### config.mk
export PLATFORM = sky130hd
export DESIGN_NAME = frame_arbiter
export DESIGN_NICKNAME = d
export VERILOG_FILES = /design/src/rtl/frame_arbiter.sv
export SDC_FILE = /design/constraint.sdc
export NUM_CORES = 1
export LEC_CHECK = 0
export ABC_CLOCK_PERIOD_IN_PS = 2600
export BUFFER_PORTS_ARGS = -buffer_cell sky130_fd_sc_hd__buf_2
export CAP_MARGIN = 10
export CORE_AREA = 2 2 114 116
export CTS_CLUSTER_DIAMETER = 120
export CTS_CLUSTER_SIZE = 40
export DETAILED_ROUTE_END_ITERATION = 7
export DIE_AREA = 0 0 116 118
export MAX_ROUTING_LAYER = met4
export SLEW_MARGIN = 10
export SYNTH_ARGS = -nofsm -noshare
export SYNTH_HDL_FRONTEND = slang
export SYNTH_SLANG_ARGS = --single-unit
export TNS_END_PERCENT = 100
### constraint.sdc
create_clock -name clk -period 2.6 [get_ports clk]
set_clock_uncertainty 0.1 [all_clocks]
set_input_delay 0.26 -clock clk [delete_from_list [all_inputs] [get_ports clk]]
set_output_delay 0.26 -clock clk [all_outputs]
set_load 0.005 [all_outputs]
### src/rtl/frame_arbiter.sv
// Four-port round-robin frame arbiter: forwards whole AXI-Stream frames from one
// granted source to a single egress, with an Avalon-MM register block for control.
module frame_arbiter #(
    parameter logic [3:0] DEFAULT_ENABLE = 4'hF,
    parameter logic [7:0] DEFAULT_GAP    = 8'd0
) (
    input  logic        clk,
    input  logic        reset,
    input  logic [7:0]  writedata,
    input  logic        write,
    input  logic        chipselect,
    input  logic [7:0]  address,
    input  logic        read,
    output logic [7:0]  readdata,
    input  logic [63:0] in_tdata,
    input  logic [3:0]  in_tvalid,
    output logic [3:0]  in_tready,
    input  logic [3:0]  in_tlast,
    output logic [15:0] out_tdata,
    output logic        out_tvalid,
    input  logic        out_tready,
    output logic        out_tlast,
    output logic [1:0]  dbg_state
);
    typedef enum logic [1:0] {
        S_IDLE = 2'd0,
        S_PASS = 2'd1,
        S_GAP  = 2'd2
    } state_t;

    state_t      state_q;
    logic [1:0]  grant_q;
    logic [1:0]  last_grant_q;
    logic [7:0]  gap_cnt_q;
    logic [3:0]  enable_q;
    logic [7:0]  gap_q;
    logic [7:0]  cnt_q [4];
    logic [7:0]  readdata_q;
    logic [7:0]  readdata_d;

    logic [3:0]  cand;
    logic [1:0]  pick;
    logic        pick_valid;
    logic        pass;
    logic        beat_last;
    logic        bus_wr;
    logic        bus_rd;
    logic        cnt_clr;

    assign bus_wr  = chipselect && write;
    assign bus_rd  = chipselect && read;
    assign cnt_clr = bus_wr && (address == 8'd7);
    assign cand    = in_tvalid & enable_q;

    // First candidate strictly after last_grant, wrapping back to last_grant itself.
    always_comb begin
        logic [1:0] idx;
        pick_valid = 1'b0;
        pick       = last_grant_q;
        for (int i = 1; i <= 4; i++) begin
            idx = last_grant_q + 2'(i);
            if (!pick_valid && cand[idx]) begin
                pick       = idx;
                pick_valid = 1'b1;
            end
        end
    end

    // Handshake: a beat moves on any edge where out_tvalid && out_tready; the granted
    // source sees out_tready as its in_tready, so data and valid pass straight through.
    assign pass       = (state_q == S_PASS);
    assign out_tdata  = pass ? in_tdata[{grant_q, 4'b0000} +: 16] : 16'h0000;
    assign out_tvalid = pass && in_tvalid[grant_q];
    assign out_tlast  = pass && in_tlast[grant_q];
    assign in_tready  = pass ? ({3'b000, out_tready} << grant_q) : 4'h0;
    assign beat_last  = out_tvalid && out_tready && out_tlast;
    assign dbg_state  = state_q;
    assign readdata   = readdata_q;

    always_ff @(posedge clk or negedge reset) begin
        if (!reset) begin
            state_q      <= S_IDLE;
            grant_q      <= 2'd0;
            last_grant_q <= 2'd3;
            gap_cnt_q    <= 8'd0;
        end else begin
            case (state_q)
                S_IDLE: begin
                    if (pick_valid) begin
                        grant_q <= pick;
                        state_q <= S_PASS;
                    end
                end
                S_PASS: begin
                    if (beat_last) begin
                        last_grant_q <= grant_q;
                        if (gap_q != 8'd0) begin
                            gap_cnt_q <= gap_q;
                            state_q   <= S_GAP;
                        end else begin
                            state_q <= S_IDLE;
                        end
                    end
                end
                S_GAP: begin
                    if (gap_cnt_q <= 8'd1) state_q <= S_IDLE;
                    else                   gap_cnt_q <= gap_cnt_q - 8'd1;
                end
                default: state_q <= S_IDLE;
            endcase
        end
    end

    always_comb begin
        readdata_d = 8'h00;
        if (bus_rd) begin
            case (address)
                8'd0:    readdata_d = {4'h0, enable_q};
                8'd1:    readdata_d = gap_q;
                8'd2:    readdata_d = {(state_q != S_IDLE), 5'b00000, grant_q};
                8'd3:    readdata_d = cnt_q[0];
                8'd4:    readdata_d = cnt_q[1];
                8'd5:    readdata_d = cnt_q[2];
                8'd6:    readdata_d = cnt_q[3];
                default: readdata_d = 8'h00;
            endcase
        end
    end

    always_ff @(posedge clk or negedge reset) begin
        if (!reset) begin
            enable_q   <= DEFAULT_ENABLE;
            gap_q      <= DEFAULT_GAP;
            readdata_q <= 8'h00;
            for (int p = 0; p < 4; p++) cnt_q[p] <= 8'h00;
        end else begin
            readdata_q <= readdata_d;
            if (bus_wr && address == 8'd0) enable_q <= writedata[3:0];
            if (bus_wr && address == 8'd1) gap_q    <= writedata;
            // A clear coinciding with a frame end wins over the increment.
            for (int p = 0; p < 4; p++) begin
                if (cnt_clr)
                    cnt_q[p] <= 8'h00;
                else if (beat_last && grant_q == 2'(p))
                    cnt_q[p] <= cnt_q[p] + 8'd1;
            end
        end
    end
endmodule
Word level (Yosys, flattened, before mapping)
Cells that the tools add are included.

storage, ports and cells
  memories = 0
  bits in registers = 66
  input bits = 94
  output and inout port bits = 32
  word-level logic and storage cells = 119
  RAM bits = 0
  bits in latches = 0
  ROM bits = 0

cells by class
  muxes and demuxes = 41
  $mul = 0
  divide/modulo/power cells = 0
  add/sub/neg operators = 8
  bitwise gates (word level) = 1
  order comparisons = 6
  shift-type cells = 2
  reductions and logical operators = 33
  equality and inequality tests = 17

operator list
  operator                                                     count
  2-to-1 mux 8 bit                                             12
  indexed part select 64 x 7 -> 16 bit                         1
  case mux 8 bit (7 select lines)                              1
  adder 8 x 1 -> 8 bit (second input constant)                 4
  equality test 8 x 3 -> 1 bit (second input constant)         4
  equality test 8 x 2 -> 1 bit (second input constant)         2
  logical AND 1 bit                                            16
  2-to-1 mux 16 bit                                            1
  2-to-1 mux 2 bit                                             8
  case mux 8 bit (2 select lines)                              1
  less-than comparator 2 x 3 -> 1 bit (second input constant)  5
  binary-select mux 1 bit (select 2 bit)                       6
  nonzero test 2 bit                                           6
  2-to-1 mux 1 bit                                             10
  equality test 8 x 1 -> 1 bit (second input constant)         1
  <= comparator 8 x 1 -> 1 bit (second input constant)         1
  zero test 8 bit                                              1
  nonzero test 8 bit                                           1
  subtractor 8 x 1 -> 8 bit (second input constant)            1
  equality test 2 bit (second input constant)                  3
  inequality test 2 bit (second input constant)                3
  case mux 2 bit (3 select lines)                              1
  adder 2 bit (second input constant)                          2
  bitwise AND 4 bit                                            1
  10 further kinds                                             16

Depth between registers and ports, before layout
Gate-level depths: netlist (run 1).

  word-level depth = 15
  gate-level depth with buffers = 7
  mapped depth without buffers = 7

Worst setup path after synthesis (run 1)
OpenSTA, ideal clock, no wires.

  kind = register to register
  from = register state_q[1] (netlist: dbg_state[1])
  to = register cnt_q[21] (netlist bit)
  period minus slack after synthesis = 2008 ps
  arrival = 1831 ps
  path slack = 592 ps
  buffers on the path = 1
  setup time = 77 ps
  required time = 2423 ps
  cell stages (with the launch flop) = 6
  cells stage by stage = dfrtp_1 nor4bb_1 clkbuf_1 nand4_4 or4_1 a21oi_1

on the way
  word-level cells in the longest chain between the ends = 6
  elaborated cells on any way between the ends = 7
  those cells by class = 1 x eq/ne; 6 x reduce/logical

RTL lines
  item                            line  source
  start, declared                 31    state_t state_q;
  start signal, assigned          82    state_q <= S_IDLE;
  start signal, assigned          91    state_q <= S_PASS;
  start signal, assigned          99    state_q <= S_GAP;
  equality test 2 x 1 -> 1 bit *  71    assign pass = (state_q == S_PASS);
  logical AND 1 bit               73    assign out_tvalid = pass && in_tvalid[grant_q];
  logical AND 1 bit               76    assign beat_last = out_tvalid && out_tready && out_tlast;
  logical AND 1 bit *             76
  logical AND 1 bit *             144   else if (beat_last && grant_q == 2'(p))
  nonzero test 2 bit (no line) *  -
  end signal, assigned by index   145   cnt_q[p] <= cnt_q[p] + 8'd1;
  end, declared                   37    logic [7:0] cnt_q [4];

Every way passes the cells marked *; elsewhere a longest branch is shown, timed or not.
A chain may end at the register's enable or synchronous reset.

Worst setup path after layout (run 1)
  from = register grant_q[0]
  to = output port out_tdata[8]

on the way
  word-level cells in the longest chain between the ends = 2

RTL lines
  item                                  line  source
  start, declared                       32    logic [1:0] grant_q;
  start signal, assigned                90    grant_q <= pick;
  indexed part select 64 x 7 -> 16 bit  72    assign out_tdata = pass ? in_tdata[{grant_q, 4'b0000} +: 16] : 16'h0000;
  2-to-1 mux 16 bit                     72
  end, declared                         19    output logic [15:0] out_tdata,

Every way passes these cells.

==> impl_results.html, run 1 <==
<table>
<tr><th>Metric</th><th>Value</th></tr>
<tr><th colspan="2">Finish</th></tr>
<tr><td>Filler cell count</td><td>about 1200</td></tr>
<tr><td>Flip-flop and latch area</td><td>approximately 1700 µm²</td></tr>
<tr><td>Post-Layout Inst Area</td><td>5633 µm²</td></tr>
<tr><td>Area of the multi-input gates</td><td>2601 µm²</td></tr>
<tr><td>Highest-count cells in the layout ignoring fill and taps</td><td>125 x buf_2, 60 x dfrtp_1, 33 x a21oi_1</td></tr>
<tr><td>Net count of the finished layout</td><td>666</td></tr>
<tr><td>Layout cell share with drive strength beyond 1</td><td>0.3678</td></tr>
<tr><td>Most common cell after layout, fill and taps aside</td><td>buf_2</td></tr>
<tr><td>Area growth, synth to finish</td><td>27.21%</td></tr>
<tr><th colspan="2">Yosys</th></tr>
<tr><td>Sequential element share of the synthesized area</td><td>0.3747</td></tr>
<tr><td>Synth Area per Inst</td><td>10.02 µm²</td></tr>
<tr><td>Total of warnings raised by yosys</td><td>0</td></tr>
<tr><td>Ys async rst share</td><td>1.000</td></tr>
<tr><td>Count of distinct cell types in the synthesized netlist</td><td>65</td></tr>
<tr><td>Number of synthesized flops with an enable pin</td><td>0</td></tr>
<tr><td>Post-synth design cell area</td><td>4428 µm²</td></tr>
<tr><td>Primary flip-flop cell chosen by synthesis mapping</td><td>dfrtp_1</td></tr>
<tr><td>Count of state elements after synthesis</td><td>66</td></tr>
<tr><td>Synth Instances</td><td>442</td></tr>
<tr><td>Post-Syn Nets</td><td>542</td></tr>
<tr><th colspan="2">Pwr</th></tr>
<tr><td>Leak Pwr</td><td>roughly 2.5 nW</td></tr>
<tr><td>Clock share of power</td><td>0.388</td></tr>
<tr><td>Combinational Power Share</td><td>0.289</td></tr>
<tr><td>Ratio of total power to cell area</td><td>687.9 nW/µm²</td></tr>
<tr><td>Switching share of total power</td><td>0.2978</td></tr>
<tr><td>Relative contribution of sequential cells to total power</td><td>0.323</td></tr>
<tr><td>Switching power of the nets</td><td>1.154 mW</td></tr>
<tr><td>Maximum vdd drop</td><td>between 300 and 400 µV</td></tr>
<tr><td>Cell internal pwr</td><td>2.721 mW</td></tr>
<tr><th colspan="2">Setup path</th></tr>
<tr><td>Register-to-register setup slack</td><td>0.21 ns</td></tr>
<tr><td>R2R Path End</td><td>cnt_q[3]$_DFFE_PN0P_</td></tr>
<tr><td>Data required time of the critical path</td><td>2.24 ns</td></tr>
<tr><td>Data arrival, critical path</td><td>2.11 ns</td></tr>
<tr><td>Reg-to-reg startpoint</td><td>grant_q[1]$_DFFE_PN0P_</td></tr>
<tr><td>R2r worst-path depth</td><td>4</td></tr>
<tr><td>Setup crit end kind</td><td>primary output</td></tr>
<tr><td>Critical Path Source Type</td><td>register</td></tr>
<tr><td>Startpoint-to-endpoint class of the critical path</td><td>reg -&gt; out</td></tr>
<tr><td>Crit-path max FO</td><td>22</td></tr>
<tr><td>Worst path cell trace</td><td>buf_4, mux4_2, nor2b_1, buf_2</td></tr>
<tr><td>Slowest stage delay, CP</td><td>0.58 ns</td></tr>
<tr><td>Slowest stage cell, crit path</td><td>mux4_2</td></tr>
<tr><th colspan="2">Outcome</th></tr>
<tr><td>Outcome</td><td>finished clean</td></tr>
<tr><th colspan="2">Timing</th></tr>
<tr><td>Transition time of the tightest slew-check pin</td><td>0.7207 ns</td></tr>
<tr><td>Hold Violations, Final</td><td>0</td></tr>
<tr><td>RSZ-0062 raised after global routing</td><td>false</td></tr>
<tr><td>Part of the cycle the worst path needs</td><td>0.9507</td></tr>
<tr><td>Total Neg Setup Slack</td><td>0 ns</td></tr>
<tr><td>Highest attainable clock frequency</td><td>404.6 MHz</td></tr>
<tr><td>Max transition margin</td><td>0.5195</td></tr>
<tr><td>Count of endpoints failing setup in the final report</td><td>0</td></tr>
<tr><td>Post-layout min period</td><td>about 2.5 ns</td></tr>
<tr><td>Number of pins exceeding their max-slew limit in the final report</td><td>0</td></tr>
<tr><th colspan="2">Global route</th></tr>
<tr><td>GRT overflow</td><td>0</td></tr>
<tr><td>Initial antenna violation count</td><td>1</td></tr>
<tr><td>Via count of the first global-routing pass</td><td>about 4200</td></tr>
<tr><td>Global-route wire length before repair</td><td>~21 mm</td></tr>
<tr><td>Total global-route track usage</td><td>0.2086</td></tr>
<tr><td>Pin count of the biggest net entering global routing</td><td>67</td></tr>
<tr><th colspan="2">Floorplanning</th></tr>
<tr><td>Initial Utilization</td><td>0.3567</td></tr>
<tr><td>Number of placed I/O pins</td><td>126</td></tr>
<tr><td># rows</td><td>~40</td></tr>
<tr><td>Core Area</td><td>between 10000 and 15000 µm²</td></tr>
<tr><td>Die height</td><td>between 100 and 150 µm</td></tr>
<tr><td>Die area</td><td>13690 µm²</td></tr>
<tr><td>Die width</td><td>116 µm</td></tr>
<tr><th colspan="2">Detailed routing</th></tr>
<tr><td>Post-route DRC violation count</td><td>0</td></tr>
<tr><td>DRT Pass-1 Iters</td><td>5</td></tr>
<tr><td>Count of vias placed by the detailed router</td><td>4185</td></tr>
<tr><td>Routed len/inst</td><td>18.27 µm</td></tr>
<tr><td>Ratio of routed vias to standard cells</td><td>around 5.6</td></tr>
<tr><td>Sum of routed wire length over all layers</td><td>13.60 mm</td></tr>
<tr><td>Initial DRC count</td><td>363</td></tr>
<tr><td>Antenna Violating Nets Remaining</td><td>0</td></tr>
<tr><th colspan="2">CTS</th></tr>
<tr><td>Number of setup buffers added after CTS</td><td>0</td></tr>
<tr><td>CTS Root Cell</td><td>clkbuf_16</td></tr>
<tr><td>Worst-case clock buffer depth</td><td>2</td></tr>
<tr><td>Clock slew seen by the registers of the worst setup and hold paths</td><td>about 0.05 ns</td></tr>
<tr><td>H-tree depth reported by CTS</td><td>3</td></tr>
<tr><td>Clock tree from TritonCTS</td><td>done</td></tr>
<tr><td>Number of hold buffers added after cts</td><td>1</td></tr>
<tr><td>Number of gates given a new drive strength after cts</td><td>0</td></tr>
<tr><td>Worst-skew pair later-pin latency</td><td>0.34 ns</td></tr>
<tr><td>CTS buffer count</td><td>9</td></tr>
<tr><td>Sinks on Clock Net</td><td>66</td></tr>
<tr><th colspan="2">Placed design</th></tr>
<tr><td>Placed wire-length estimate</td><td>10.50 mm</td></tr>
<tr><td>Final weighted congestion in routability-driven placement</td><td>between 0.8 and 0.9</td></tr>
<tr><td>IO Port Bufs</td><td>about 130</td></tr>
<tr><td>Standard cell area after detailed placement</td><td>5253 µm²</td></tr>
<tr><th colspan="2">Worst hold path</th></tr>
<tr><td>Hold-critical path endpoint</td><td>gap_q[7]$_DFFE_PN0P_</td></tr>
<tr><td>Classification of the worst-slack hold path</td><td>in -&gt; reg</td></tr>
<tr><td>Hold path cells</td><td>2</td></tr>
<tr><td>Hold path startpoint</td><td>writedata[7]</td></tr>
<tr><th colspan="2">Run</th></tr>
<tr><td>Max_cap viols</td><td>0</td></tr>
</table>
-- per-layer routing --
layer,GRT usage,up-vias,part of all wire
met3,0.03759,16,0.079
met2,0.3483,174,0.50
met4,0.07961,0,0.017
met5,-,-,0
met1,0.2489,2022,0.41
li1,-,1973,-
-- power groups by stage --
stage | Clock, mW | Combinational (mW) | Sequential (mW)
floorplan | 0 | 0.782 | 1.22
global placement | 0 | 1.10 | 1.26
detailed placement | 0 | 1.12 | 1.27
CTS | 1.53 | 1.13 | 1.25
global route | 1.57 | 1.24 | 1.27
finish | 1.50 | 1.12 | 1.25
-- logic make-up (layout without fill, tap and decap cells) --
group / after synthesis / count (layout) / synth area share
buf+inv: 39 / 168 / 0.03786
mux: 47 / 47 / 0.1630
other cells: 0 / 1 / 0
compound gates: 107 / 107 / 0.1585
simple gates: 171 / 171 / 0.2371
fa+ha+maj: 6 / 6 / 0.01695
flops: 66 / 66 / 0.3747
xor+xnor: 6 / 6 / 0.01187
-- critical path: cells and delay by family, from the launching register on --
family / cells / cell delay (ns)
flip-flops: 1 / 0.43
multiplexers: 1 / 0.58
buffers and inverters: 2 / 0.57
AND/OR/NAND/NOR: 1 / 0.18
-- synthesized netlist by cell type, types with 5 or more instances --
master,n,area [µm²]
ha_1,6,75.07
nor2_1,19,71.32
a21o_1,6,45.04
and2_1,8,50.05
a311oi_1,6,52.55
or4_1,12,90.09
inv_1,14,52.55
nand3_1,21,105.1
or3_1,15,93.84
nand4_1,24,150.1
dfstp_2,6,157.7
o31ai_1,9,67.56
and3_1,5,31.28
mux2i_1,8,80.08
mux2_2,21,236.5
dfrtp_1,60,1501
buf_2,5,25.02
nand2_1,20,75.07
clkbuf_1,15,56.30
o21ai_0,21,105.1
a21oi_1,33,165.2
mux4_2,18,405.4
nor2b_1,20,125.1
-- how the worst max path moves through the flow --
stage,to,startpoint,slack [ns],cells past startpoint
floorplan,cnt_q[21]$_DFFE_PN0P_,dbg_state[1]$_DFFE_PN0P_,0.59,5
global placement,cnt_q[6]$_DFFE_PN0P_,grant_q[1]$_DFFE_PN0P_,0.31,4
detailed placement,cnt_q[3]$_DFFE_PN0P_,grant_q[1]$_DFFE_PN0P_,0.23,4
CTS,out_tdata[8],grant_q[0]$_DFFE_PN0P_,0.14,4
global route,out_tdata[8],grant_q[0]$_DFFE_PN0P_,0.04,4
finish,out_tdata[8],grant_q[0]$_DFFE_PN0P_,0.13,4
-- sequential cells by signal, indices dropped and copies added (netlist names) --
signal	count
last_grant_q	2
enable_q	4
gap_cnt_q	8
gap_q	8
dbg_state	2
cnt_q	32
grant_q	2
readdata	8
-- through the flow --
| stage | total power, mW | utilization | hold slack (ns) | std cells | setup slack (ns) |
|---|---|---|---|---|---|
| final | 3.875 | 0.4537 | 0.05812 | 744 | 0.1283 |
| after global routing | 4.082 | 0.4537 | 0.06317 | 744 | 0.03900 |
| after CTS | 3.901 | 0.4535 | 0.05148 | 743 | 0.1403 |
| after detailed placement | 2.386 | 0.4231 | 0.2067 | 726 | 0.2337 |
| after global placement | 2.360 | 0.4231 | 0.2062 | 726 | 0.3126 |
| after floorplan | 2.000 | - | -0.1356 | 442 | 0.5918 |
-- layout make-up --
class                   count  share of cell area
well taps                 172             0.03821
repair buffers            137              0.1297
flip-flops and latches     66              0.2945
inverters                  15            0.009996
clock buffers              11             0.04309
clock inverters             5             0.02221
diodes                      1           0.0004442
multi-input cells         337              0.4618
(Power assumes the default switching activity.)
==> run 2: changes to the inputs <==
--- a/config.mk
+++ b/config.mk
@@ -14,6 +14,7 @@
 export DETAILED_ROUTE_END_ITERATION = 7
 export DIE_AREA = 0 0 116 118
 export MAX_ROUTING_LAYER = met4
+export PLACE_DENSITY_LB_ADDON = 0.15
 export SLEW_MARGIN = 10
 export SYNTH_ARGS = -nofsm -noshare
 export SYNTH_HDL_FRONTEND = slang
==> run 2 against run 1 <==
  * Cell count rose by 0.27%
  * Wire length is 0.65% higher
  * Largest cell class unchanged
  * Maximum frequency up 5.4%
  * Via count is 0.50% lower
==> impl_results.html, run 2 (synthesis gave the netlist of run 1 again) <==
<table>
<tr><th>Metric</th><th>Value</th></tr>
<tr><th colspan="2">Setup path</th></tr>
<tr><td>Data arrival, critical path</td><td>1.99 ns (-0.12 ns)</td></tr>
<tr><td>Slowest stage cell, crit path</td><td>dfrtp_1</td></tr>
<tr><td>Crit-path max FO</td><td>20 (-9.1%)</td></tr>
<tr><td>Setup crit end kind</td><td>primary output</td></tr>
<tr><td>Timing endpoint of the critical path</td><td>out_tdata[5]</td></tr>
<tr><td>R2r worst-path depth</td><td>5 (+1)</td></tr>
<tr><td>Reg-to-reg startpoint</td><td>grant_q[0]$_DFFE_PN0P_</td></tr>
<tr><td>Register-to-register setup slack</td><td>0.39 ns (+0.18 ns)</td></tr>
<tr><td>Startpoint-to-endpoint class of the critical path</td><td>reg -&gt; out</td></tr>
<tr><td>Data required time of the critical path</td><td>2.24 ns (about the same)</td></tr>
<tr><td>Logic depth of the worst path, buffers included</td><td>4 (unchanged)</td></tr>
<tr><td>Beginning of the critical path</td><td>grant_q[0]$_DFFE_PN0P_</td></tr>
<tr><td>CP top delay family</td><td>flip-flops</td></tr>
<tr><td>Worst path cell trace</td><td>buf_12, mux4_2, nor2b_1, buf_2</td></tr>
<tr><td>Slowest stage delay, CP</td><td>0.56 ns (-0.02 ns)</td></tr>
<tr><td>R2R Path End</td><td>cnt_q[21]$_DFFE_PN0P_</td></tr>
<tr><td>Number of buffer and inverter instances along the worst setup path</td><td>2 (unchanged)</td></tr>
<tr><td>Critical Path Source Type</td><td>register</td></tr>
<tr><th colspan="2">Detailed routing</th></tr>
<tr><td>Ratio of routed vias to standard cells</td><td>5.582 (-0.77%)</td></tr>
<tr><td>Post-route DRC violation count</td><td>0 (unchanged)</td></tr>
<tr><td>DRT Pass-1 Iters</td><td>4 (-1)</td></tr>
<tr><td>Count of vias placed by the detailed router</td><td>4164 (-0.50%)</td></tr>
<tr><td>Initial DRC count</td><td>239 (-34%)</td></tr>
<tr><td>Sum of routed wire length over all layers</td><td>13.68 mm (+0.65%)</td></tr>
<tr><td>Antenna Violating Nets Remaining</td><td>0 (unchanged)</td></tr>
<tr><td>Routed len/inst</td><td>18.34 µm (+0.38%)</td></tr>
<tr><th colspan="2">Timing</th></tr>
<tr><td>Number of pins exceeding their max-slew limit in the final report</td><td>0 (unchanged)</td></tr>
<tr><td>Count of endpoints failing setup in the final report</td><td>0 (unchanged)</td></tr>
<tr><td>Hold Violations, Final</td><td>0 (unchanged)</td></tr>
<tr><td>Highest attainable clock frequency</td><td>426.4 MHz (+5.4%)</td></tr>
<tr><td>Max transition margin</td><td>0.5101 (-0.009417)</td></tr>
<tr><td>RSZ-0062 raised after global routing</td><td>false</td></tr>
<tr><td>Part of the cycle the worst path needs</td><td>0.9019 (-0.04872)</td></tr>
<tr><td>Transition time of the tightest slew-check pin</td><td>0.7348 ns (+0.01413 ns)</td></tr>
<tr><td>Total Neg Setup Slack</td><td>0 ns (unchanged)</td></tr>
<tr><td>Post-layout min period</td><td>2.345 ns (-0.1267 ns)</td></tr>
<tr><td>Final worst-path setup slack</td><td>0.2550 ns (+0.1267 ns)</td></tr>
<tr><th colspan="2">Floorplanning</th></tr>
<tr><td>Number of placed I/O pins</td><td>126 (unchanged)</td></tr>
<tr><td>Die area</td><td>13690 µm² (unchanged)</td></tr>
<tr><td>Initial Utilization</td><td>0.3567 (unchanged)</td></tr>
<tr><td># rows</td><td>41 (unchanged)</td></tr>
<tr><td>Die width</td><td>116 µm (unchanged)</td></tr>
<tr><td>Die height</td><td>118 µm (unchanged)</td></tr>
<tr><td>Core Area</td><td>12410 µm² (unchanged)</td></tr>
<tr><th colspan="2">Placed design</th></tr>
<tr><td>Final weighted congestion in routability-driven placement</td><td>0.8912 (+1.4%)</td></tr>
<tr><td>IO Port Bufs</td><td>125 (unchanged)</td></tr>
<tr><td>Placed wire-length estimate</td><td>10.68 mm (+1.7%)</td></tr>
<tr><td>Worst setup slack before clock tree synthesis</td><td>0.4257 ns (+0.1920 ns)</td></tr>
<tr><th colspan="2">Run</th></tr>
<tr><td>Max_cap viols</td><td>0 (unchanged)</td></tr>
<tr><th colspan="2">Finish</th></tr>
<tr><td>Most common cell after layout, fill and taps aside</td><td>buf_2</td></tr>
<tr><td>Layout cell share with drive strength beyond 1</td><td>0.3711 (+0.003304)</td></tr>
<tr><td>Largest reg by FF count</td><td>cnt_q</td></tr>
<tr><td>Area growth, synth to finish</td><td>26.59%</td></tr>
<tr><td>Filler cell count</td><td>1225 (+0.33%)</td></tr>
<tr><td>Highest-count cells in the layout ignoring fill and taps</td><td>125 x buf_2, 60 x dfrtp_1, 33 x a21oi_1</td></tr>
<tr><td>Antenna diodes</td><td>0 (-1)</td></tr>
<tr><td>Max reg flops</td><td>32 (unchanged)</td></tr>
<tr><td>Net count of the finished layout</td><td>669 (+0.45%)</td></tr>
<tr><th colspan="2">Global route</th></tr>
<tr><td>Global-route wire length before repair</td><td>21.25 mm (-0.90%)</td></tr>
<tr><td>Total global-route track usage</td><td>0.2059 (-0.002713)</td></tr>
<tr><td>GRT overflow</td><td>0 (unchanged)</td></tr>
<tr><td>Via count of the first global-routing pass</td><td>4082 (-3.8%)</td></tr>
<tr><td>Initial antenna violation count</td><td>0 (-1)</td></tr>
<tr><td>Pin count of the biggest net entering global routing</td><td>32 (-52%)</td></tr>
<tr><th colspan="2">Pwr</th></tr>
<tr><td>Ratio of total power to cell area</td><td>663.2 nW/µm² (-3.6%)</td></tr>
<tr><td>Maximum vdd drop</td><td>333.0 µV (-3.3%)</td></tr>
<tr><td>Leak Pwr</td><td>2.496 nW (-0.39%)</td></tr>
<tr><th colspan="2">Worst hold path</th></tr>
<tr><td>Classification of the worst-slack hold path</td><td>in -&gt; reg</td></tr>
<tr><th colspan="2">CTS</th></tr>
<tr><td>CTS Root Cell</td><td>clkbuf_16</td></tr>
<tr><td>Clock tree from TritonCTS</td><td>done</td></tr>
<tr><td>Worst-case clock buffer depth</td><td>2 (unchanged)</td></tr>
<tr><td>H-tree depth reported by CTS</td><td>3 (unchanged)</td></tr>
<tr><td>CTS buffer count</td><td>9 (unchanged)</td></tr>
<tr><td>Sinks on Clock Net</td><td>66 (unchanged)</td></tr>
<tr><td>Number of setup buffers added after CTS</td><td>0 (unchanged)</td></tr>
<tr><td>Worst-skew pair later-pin latency</td><td>0.34 ns (about the same)</td></tr>
<tr><td>Clock slew seen by the registers of the worst setup and hold paths</td><td>0.05 ns (about the same)</td></tr>
<tr><th colspan="2">Outcome</th></tr>
<tr><td>Outcome</td><td>finished clean</td></tr>
</table>
==> run 2: worst min-delay path by stage <==
stage,startpoint,endpoint,slack [ns],depth (start not counted)
2_1_floorplan,reset,cnt_q[0]$_DFFE_PN0P_,-0.14,0
3_3_place_gp,reset,cnt_q[28]$_DFFE_PN0P_,0.11,1
3_5_place_dp,reset,cnt_q[28]$_DFFE_PN0P_,0.11,1
4_1_cts,writedata[6],gap_q[6]$_DFFE_PN0P_,0.04,2
5_1_grt,writedata[6],gap_q[6]$_DFFE_PN0P_,0.05,2
6_report,writedata[6],gap_q[6]$_DFFE_PN0P_,0.06,2
==> run 2: worst register-to-register path, delay by kind of cell (launching register included) <==
family                 cells  cell delay [ns]
muxes                      1             0.35
and+or+nand+nor            2             0.73
DFF                        1             0.56
buffers and inverters      1             0.22
AOI/OAI and AO/OA          1             0.17
==> run 2: stage by stage <==
stage,util,hold slack (ns),total power [mW],std cells,area [µm²]
2_1_floorplan,-,-0.1356,2.000,442,4428
5_1_grt,0.4515,0.05496,3.922,746,5605
3_5_place_dp,0.4249,0.1122,2.424,729,5275
3_3_place_gp,0.4249,0.1140,2.397,729,5275
4_1_cts,0.4515,0.04396,3.755,746,5605
6_report,0.4515,0.05549,3.718,746,5605
==> run 2: report_power, final <==
group          leakage [nW]  switching [mW]  internal (mW)  total [mW]
Combinational          1.47           0.566          0.556        1.12
Clock                 0.156           0.459          0.862        1.32
Sequential            0.875           0.146           1.13        1.27
Total                  2.50            1.17           2.55        3.72
==> run 2: final cells by class <==
type                    instances  area [µm²]  share of cell area
repair buffers                140       753.2              0.1344
inverters                      15       56.30             0.01004
well taps                     172       215.2             0.03839
clock inverters                 5       77.57             0.01384
flip-flops and latches         66        1659              0.2960
clock buffers                  11       242.7             0.04330
multi-input cells             337        2601              0.4641
==> run 2: routing by layer <==
layer,track usage,part of all wire,vias to the layer above,wire (µm)
met1,0.2472,0.41,2025,5613
met4,0.07217,0.017,0,229
met2,0.3538,0.51,154,6945
met5,-,0,-,0
li1,-,-,1970,-
met3,0.02472,0.065,15,894
==> run 2: repair_timing <==
| item | 4_1_cts | 5_1_grt |
|---|---|---|
| resized for setup | 0 | 0 |
| hold endpoints to repair | 15 | 0 |
| hold buffers | 1 | 0 |
==> run 3: changes to the inputs <==
--- a/config.mk
+++ b/config.mk
@@ -5,14 +5,15 @@
 export SDC_FILE = /design/constraint.sdc
 export NUM_CORES = 1
 export LEC_CHECK = 0
+export ABC_AREA = 1
 export ABC_CLOCK_PERIOD_IN_PS = 2600
 export BUFFER_PORTS_ARGS = -buffer_cell sky130_fd_sc_hd__buf_2
 export CAP_MARGIN = 10
-export CORE_AREA = 2 2 114 116
+export CORE_AREA = 2 2 118 120
 export CTS_CLUSTER_DIAMETER = 120
 export CTS_CLUSTER_SIZE = 40
 export DETAILED_ROUTE_END_ITERATION = 7
-export DIE_AREA = 0 0 116 118
+export DIE_AREA = 0 0 120 122
 export MAX_ROUTING_LAYER = met4
 export PLACE_DENSITY_LB_ADDON = 0.15
 export SLEW_MARGIN = 10
==> run 3 against run 2 <==
  * Core utilization is 2.0 points lower
  * Total power is 32% higher
  * Sequential cell count stayed put
  * Critical endpoint is now out_tlast
  * Largest power group is now combinational logic
  * Highest routed layer unchanged
==> impl_results.html, run 3 <==
<table>
<tr><th>Metric</th><th>Value</th></tr>
<tr><th colspan="2">Yosys</th></tr>
<tr><td>Total of warnings raised by yosys</td><td>0 (unchanged)</td></tr>
<tr><td>Primary flip-flop cell chosen by synthesis mapping</td><td>dfrtp_1</td></tr>
<tr><td>Sequential element share of the synthesized area</td><td>0.3538 (-0.02089)</td></tr>
<tr><td>Number of synthesized flops with an enable pin</td><td>0 (unchanged)</td></tr>
<tr><td>Count of distinct cell types in the synthesized netlist</td><td>43 (-34%)</td></tr>
<tr><td>Most used standard cells in the synthesized netlist</td><td>161 x nand2_1, 85 x nand3_1, 60 x dfrtp_1, 47 x inv_1, 35 x nor2_1</td></tr>
<tr><td>Top cell type by total area after synthesis</td><td>dfrtp_1</td></tr>
<tr><td>Synth Area per Inst</td><td>7.515 µm² (-25%)</td></tr>
<tr><td>Ys async rst share</td><td>1.000 (unchanged)</td></tr>
<tr><td>Post-synth design cell area</td><td>4689 µm² (+5.9%)</td></tr>
<tr><td>Leading cell type by number of instances after synthesis</td><td>nand2_1</td></tr>
<tr><td>Fraction of synthesized cell area taken by the top area cell type</td><td>0.3202 (-0.01891)</td></tr>
<tr><td>Count of state elements after synthesis</td><td>66 (unchanged)</td></tr>
<tr><td>Synth Instances</td><td>624 (+41%)</td></tr>
<tr><td>Most area-consuming cells after synthesis</td><td>dfrtp_1 32%, nand2_1 13%, nand3_1 9.1%</td></tr>
<tr><td>Post-Syn Nets</td><td>724 (+34%)</td></tr>
<tr><th colspan="2">Outcome</th></tr>
<tr><td>Outcome</td><td>finished clean</td></tr>
<tr><th colspan="2">Floorplanning</th></tr>
<tr><td>Die area</td><td>14640 µm² (+7.0%)</td></tr>
<tr><td>Core Area</td><td>13500 µm² (+8.8%)</td></tr>
<tr><td>Number of placed I/O pins</td><td>126 (unchanged)</td></tr>
<tr><td>Initial Utilization</td><td>0.3473 (-0.009420)</td></tr>
<tr><td>Die width</td><td>120 µm (+3.4%)</td></tr>
<tr><td># rows</td><td>43 (+4.9%)</td></tr>
<tr><td>Die height</td><td>122 µm (+3.4%)</td></tr>
<tr><th colspan="2">Timing</th></tr>
<tr><td>Count of endpoints failing setup in the final report</td><td>0 (unchanged)</td></tr>
<tr><td>Total Neg Setup Slack</td><td>0 ns (unchanged)</td></tr>
<tr><td>RSZ-0062 raised after global routing</td><td>false</td></tr>
<tr><td>Highest attainable clock frequency</td><td>435.6 MHz (+2.2%)</td></tr>
<tr><td>Number of pins exceeding their max-slew limit in the final report</td><td>0 (unchanged)</td></tr>
<tr><td>Max transition margin</td><td>0.5084 (-0.001715)</td></tr>
<tr><td>Post-layout min period</td><td>2.296 ns (-0.04942 ns)</td></tr>
<tr><td>Transition time of the tightest slew-check pin</td><td>0.7366 ns (+0.001827 ns)</td></tr>
<tr><td>Part of the cycle the worst path needs</td><td>0.8829 (-0.01901)</td></tr>
<tr><td>Hold Violations, Final</td><td>0 (unchanged)</td></tr>
<tr><th colspan="2">Worst hold path</th></tr>
<tr><td>Hold-critical path endpoint</td><td>gap_q[5]$_DFFE_PN0P_</td></tr>
<tr><td>Classification of the worst-slack hold path</td><td>in -&gt; reg</td></tr>
<tr><td>Hold path cells</td><td>2 (unchanged)</td></tr>
<tr><td>Hold path startpoint</td><td>writedata[5]</td></tr>
<tr><th colspan="2">Setup path</th></tr>
<tr><td>Critical Path Source Type</td><td>register</td></tr>
<tr><td>Reg-to-reg startpoint</td><td>grant_q[1]$_DFFE_PN0P_</td></tr>
<tr><td>Setup crit end kind</td><td>primary output</td></tr>
<tr><td>Data arrival, critical path</td><td>1.94 ns (-0.05 ns)</td></tr>
<tr><td>R2R Path End</td><td>cnt_q[8]$_DFFE_PN0P_</td></tr>
<tr><td>Worst path cell trace</td><td>nand2_8, clkinv_4, nand2_2, nand2_2, nor2_2, nor2_4, buf_2</td></tr>
<tr><td>Data required time of the critical path</td><td>2.24 ns (about the same)</td></tr>
<tr><td>Startpoint-to-endpoint class of the critical path</td><td>reg -&gt; out</td></tr>
<tr><td>Crit-path max FO</td><td>18 (-10%)</td></tr>
<tr><td>Cell mode on critical path</td><td>nand2_2</td></tr>
<tr><td>Register-to-register setup slack</td><td>0.33 ns (-0.06 ns)</td></tr>
<tr><td>Slowest stage cell, crit path</td><td>dfrtp_1</td></tr>
<tr><td>R2r worst-path depth</td><td>11 (+6)</td></tr>
<tr><td>Slowest stage delay, CP</td><td>0.80 ns (+0.24 ns)</td></tr>
<tr><th colspan="2">CTS</th></tr>
<tr><td>Number of gates given a new drive strength after cts</td><td>0 (unchanged)</td></tr>
<tr><td>Worst-skew pair later-pin latency</td><td>0.33 ns (about the same)</td></tr>
<tr><td>CTS buffer count</td><td>9 (unchanged)</td></tr>
<tr><td>Worst-case clock buffer depth</td><td>2 (unchanged)</td></tr>
<tr><td>Number of setup buffers added after CTS</td><td>0 (unchanged)</td></tr>
<tr><td>Number of hold buffers added after cts</td><td>1 (unchanged)</td></tr>
<tr><td>Clock tree from TritonCTS</td><td>done</td></tr>
<tr><td>Sinks on Clock Net</td><td>66 (unchanged)</td></tr>
<tr><td>H-tree depth reported by CTS</td><td>3 (unchanged)</td></tr>
<tr><td>Clock slew seen by the registers of the worst setup and hold paths</td><td>0.05 ns (about the same)</td></tr>
<tr><td>CTS Root Cell</td><td>clkbuf_16</td></tr>
<tr><th colspan="2">Run</th></tr>
<tr><td>Max_cap viols</td><td>0 (unchanged)</td></tr>
<tr><th colspan="2">Finish</th></tr>
<tr><td>Highest-count cells in the layout ignoring fill and taps</td><td>161 x nand2_1, 125 x buf_2, 84 x nand3_1</td></tr>
<tr><td>Filler cell count</td><td>1432 (+17%)</td></tr>
<tr><td>Area of the multi-input gates</td><td>2686 µm² (+3.3%)</td></tr>
<tr><td>Post-Layout Inst Area</td><td>5833 µm² (+4.1%)</td></tr>
<tr><td>Layout cell share with drive strength beyond 1</td><td>0.2639 (-0.1072)</td></tr>
<tr><td>Net count of the finished layout</td><td>850 (+27%)</td></tr>
<tr><td>Antenna diodes</td><td>0 (unchanged)</td></tr>
<tr><td>Max reg flops</td><td>32 (unchanged)</td></tr>
<tr><td>Flip-flop and latch area</td><td>1659 µm² (unchanged)</td></tr>
<tr><td>Most common cell after layout, fill and taps aside</td><td>nand2_1</td></tr>
<tr><td>Area growth, synth to finish</td><td>24.39%</td></tr>
<tr><td>Largest reg by FF count</td><td>cnt_q</td></tr>
<tr><th colspan="2">Detailed routing</th></tr>
<tr><td>Antenna Violating Nets Remaining</td><td>0 (unchanged)</td></tr>
<tr><td>Count of vias placed by the detailed router</td><td>4671 (+12%)</td></tr>
<tr><td>Sum of routed wire length over all layers</td><td>13.68 mm (about the same)</td></tr>
<tr><td>Initial DRC count</td><td>352 (+47%)</td></tr>
<tr><td>Ratio of routed vias to standard cells</td><td>5.001 (-10%)</td></tr>
<tr><td>DRT Pass-1 Iters</td><td>5 (+1)</td></tr>
<tr><td>Routed len/inst</td><td>14.65 µm (-20%)</td></tr>
<tr><td>Post-route DRC violation count</td><td>0 (unchanged)</td></tr>
<tr><th colspan="2">Global route</th></tr>
<tr><td>Global-route wire length before repair</td><td>21.91 mm (+3.1%)</td></tr>
<tr><td>Total global-route track usage</td><td>0.1922 (-0.01367)</td></tr>
<tr><td>GRT overflow</td><td>0 (unchanged)</td></tr>
<tr><td>Pin count of the biggest net entering global routing</td><td>65 (+100%)</td></tr>
<tr><td>Initial antenna violation count</td><td>0 (unchanged)</td></tr>
<tr><td>Via count of the first global-routing pass</td><td>4450 (+9.0%)</td></tr>
<tr><th colspan="2">Placed design</th></tr>
<tr><td>Standard cell area after detailed placement</td><td>5518 µm² (+4.6%)</td></tr>
<tr><td>Placed wire-length estimate</td><td>10.55 mm (-1.3%)</td></tr>
<tr><td>Final weighted congestion in routability-driven placement</td><td>0.9006 (+1.1%)</td></tr>
<tr><td>IO Port Bufs</td><td>125 (unchanged)</td></tr>
<tr><th colspan="2">Pwr</th></tr>
<tr><td>Ratio of total power to cell area</td><td>842.6 nW/µm² (+27%)</td></tr>
<tr><td>Leak Pwr</td><td>3.035 nW (+22%)</td></tr>
<tr><td>Maximum vdd drop</td><td>307.5 µV (-7.7%)</td></tr>
</table>
==> run 3: routing by layer <==
metal / track usage / wire, µm / part of all wire
met3: 0.03464 / 487 / 0.036
met1: 0.2535 / 6441 / 0.47
met2: 0.3054 / 6579 / 0.48
met4: 0.05074 / 172 / 0.013
met5: - / 0 / 0
==> run 3: cell families after synthesis <==
group           after synthesis  share of synthesized area
buf+inv                      77                    0.07444
fa+ha+maj                     6                    0.01601
simple gates                356                     0.3805
compound gates               92                     0.1238
xor+xnor                     25                    0.04669
flops                        66                     0.3538
mux                           2                   0.004802
==> run 3: worst max-delay path: cells and delay by family, from the launching register on <==
kind	cells	cell delay [ns]
buffers and inverters	2	0.33
AND/OR/NAND/NOR	5	0.47
flip-flops	1	0.80
==> run 3: cell type report <==
cell class	instances	share of cell area
well taps	180	0.03861
multi-input cells	481	0.4605
inverters	57	0.04140
flip-flops and latches	66	0.2844
clock buffers	13	0.04633
repair buffers	135	0.1227
clock inverters	2	0.006006
==> run 3: how the worst max path moves through the flow <==
| stage | start | to | slack [ns] | depth (start not counted) |
|---|---|---|---|---|
| after detailed placement | grant_q[1]$_DFFE_PN0P_ | gap_cnt_q[6]$_DFFE_PN0P_ | 0.33 | 13 |
| after global placement | grant_q[1]$_DFFE_PN0P_ | cnt_q[28]$_DFFE_PN0P_ | 0.37 | 10 |
| final | grant_q[1]$_DFFE_PN0P_ | out_tlast | 0.30 | 7 |
| after CTS | grant_q[1]$_DFFE_PN0P_ | out_tlast | 0.26 | 7 |
| after global routing | grant_q[1]$_DFFE_PN0P_ | cnt_q[31]$_DFFE_PN0P_ | 0.17 | 10 |
| after floorplan | grant_q[1]$_DFFE_PN0P_ | gap_cnt_q[5]$_DFFE_PN0P_ | 0.82 | 14 |
==> run 3: power by group <==
part           total, mW  internal (mW)  switching [mW]
registers           1.47           1.19           0.280
clock network       1.24          0.813           0.423
logic               2.21          0.863            1.34
total               4.91           2.87            2.05
==> run 3: stage by stage <==
| stage | setup WS [ns] | hold WS, ns | utilization | power (mW) | cells |
|---|---|---|---|---|---|
| after global routing | 0.1680 | 0.06159 | 0.4319 | 5.325 | 934 |
| after CTS | 0.2601 | 0.05797 | 0.4319 | 4.962 | 934 |
| final | 0.3044 | 0.06737 | 0.4319 | 4.915 | 934 |
| after global placement | 0.3719 | 0.2123 | 0.4086 | 3.642 | 918 |
| after detailed placement | 0.3315 | 0.2202 | 0.4086 | 3.694 | 918 |
| after floorplan | 0.8168 | -0.1356 | - | 3.047 | 624 |
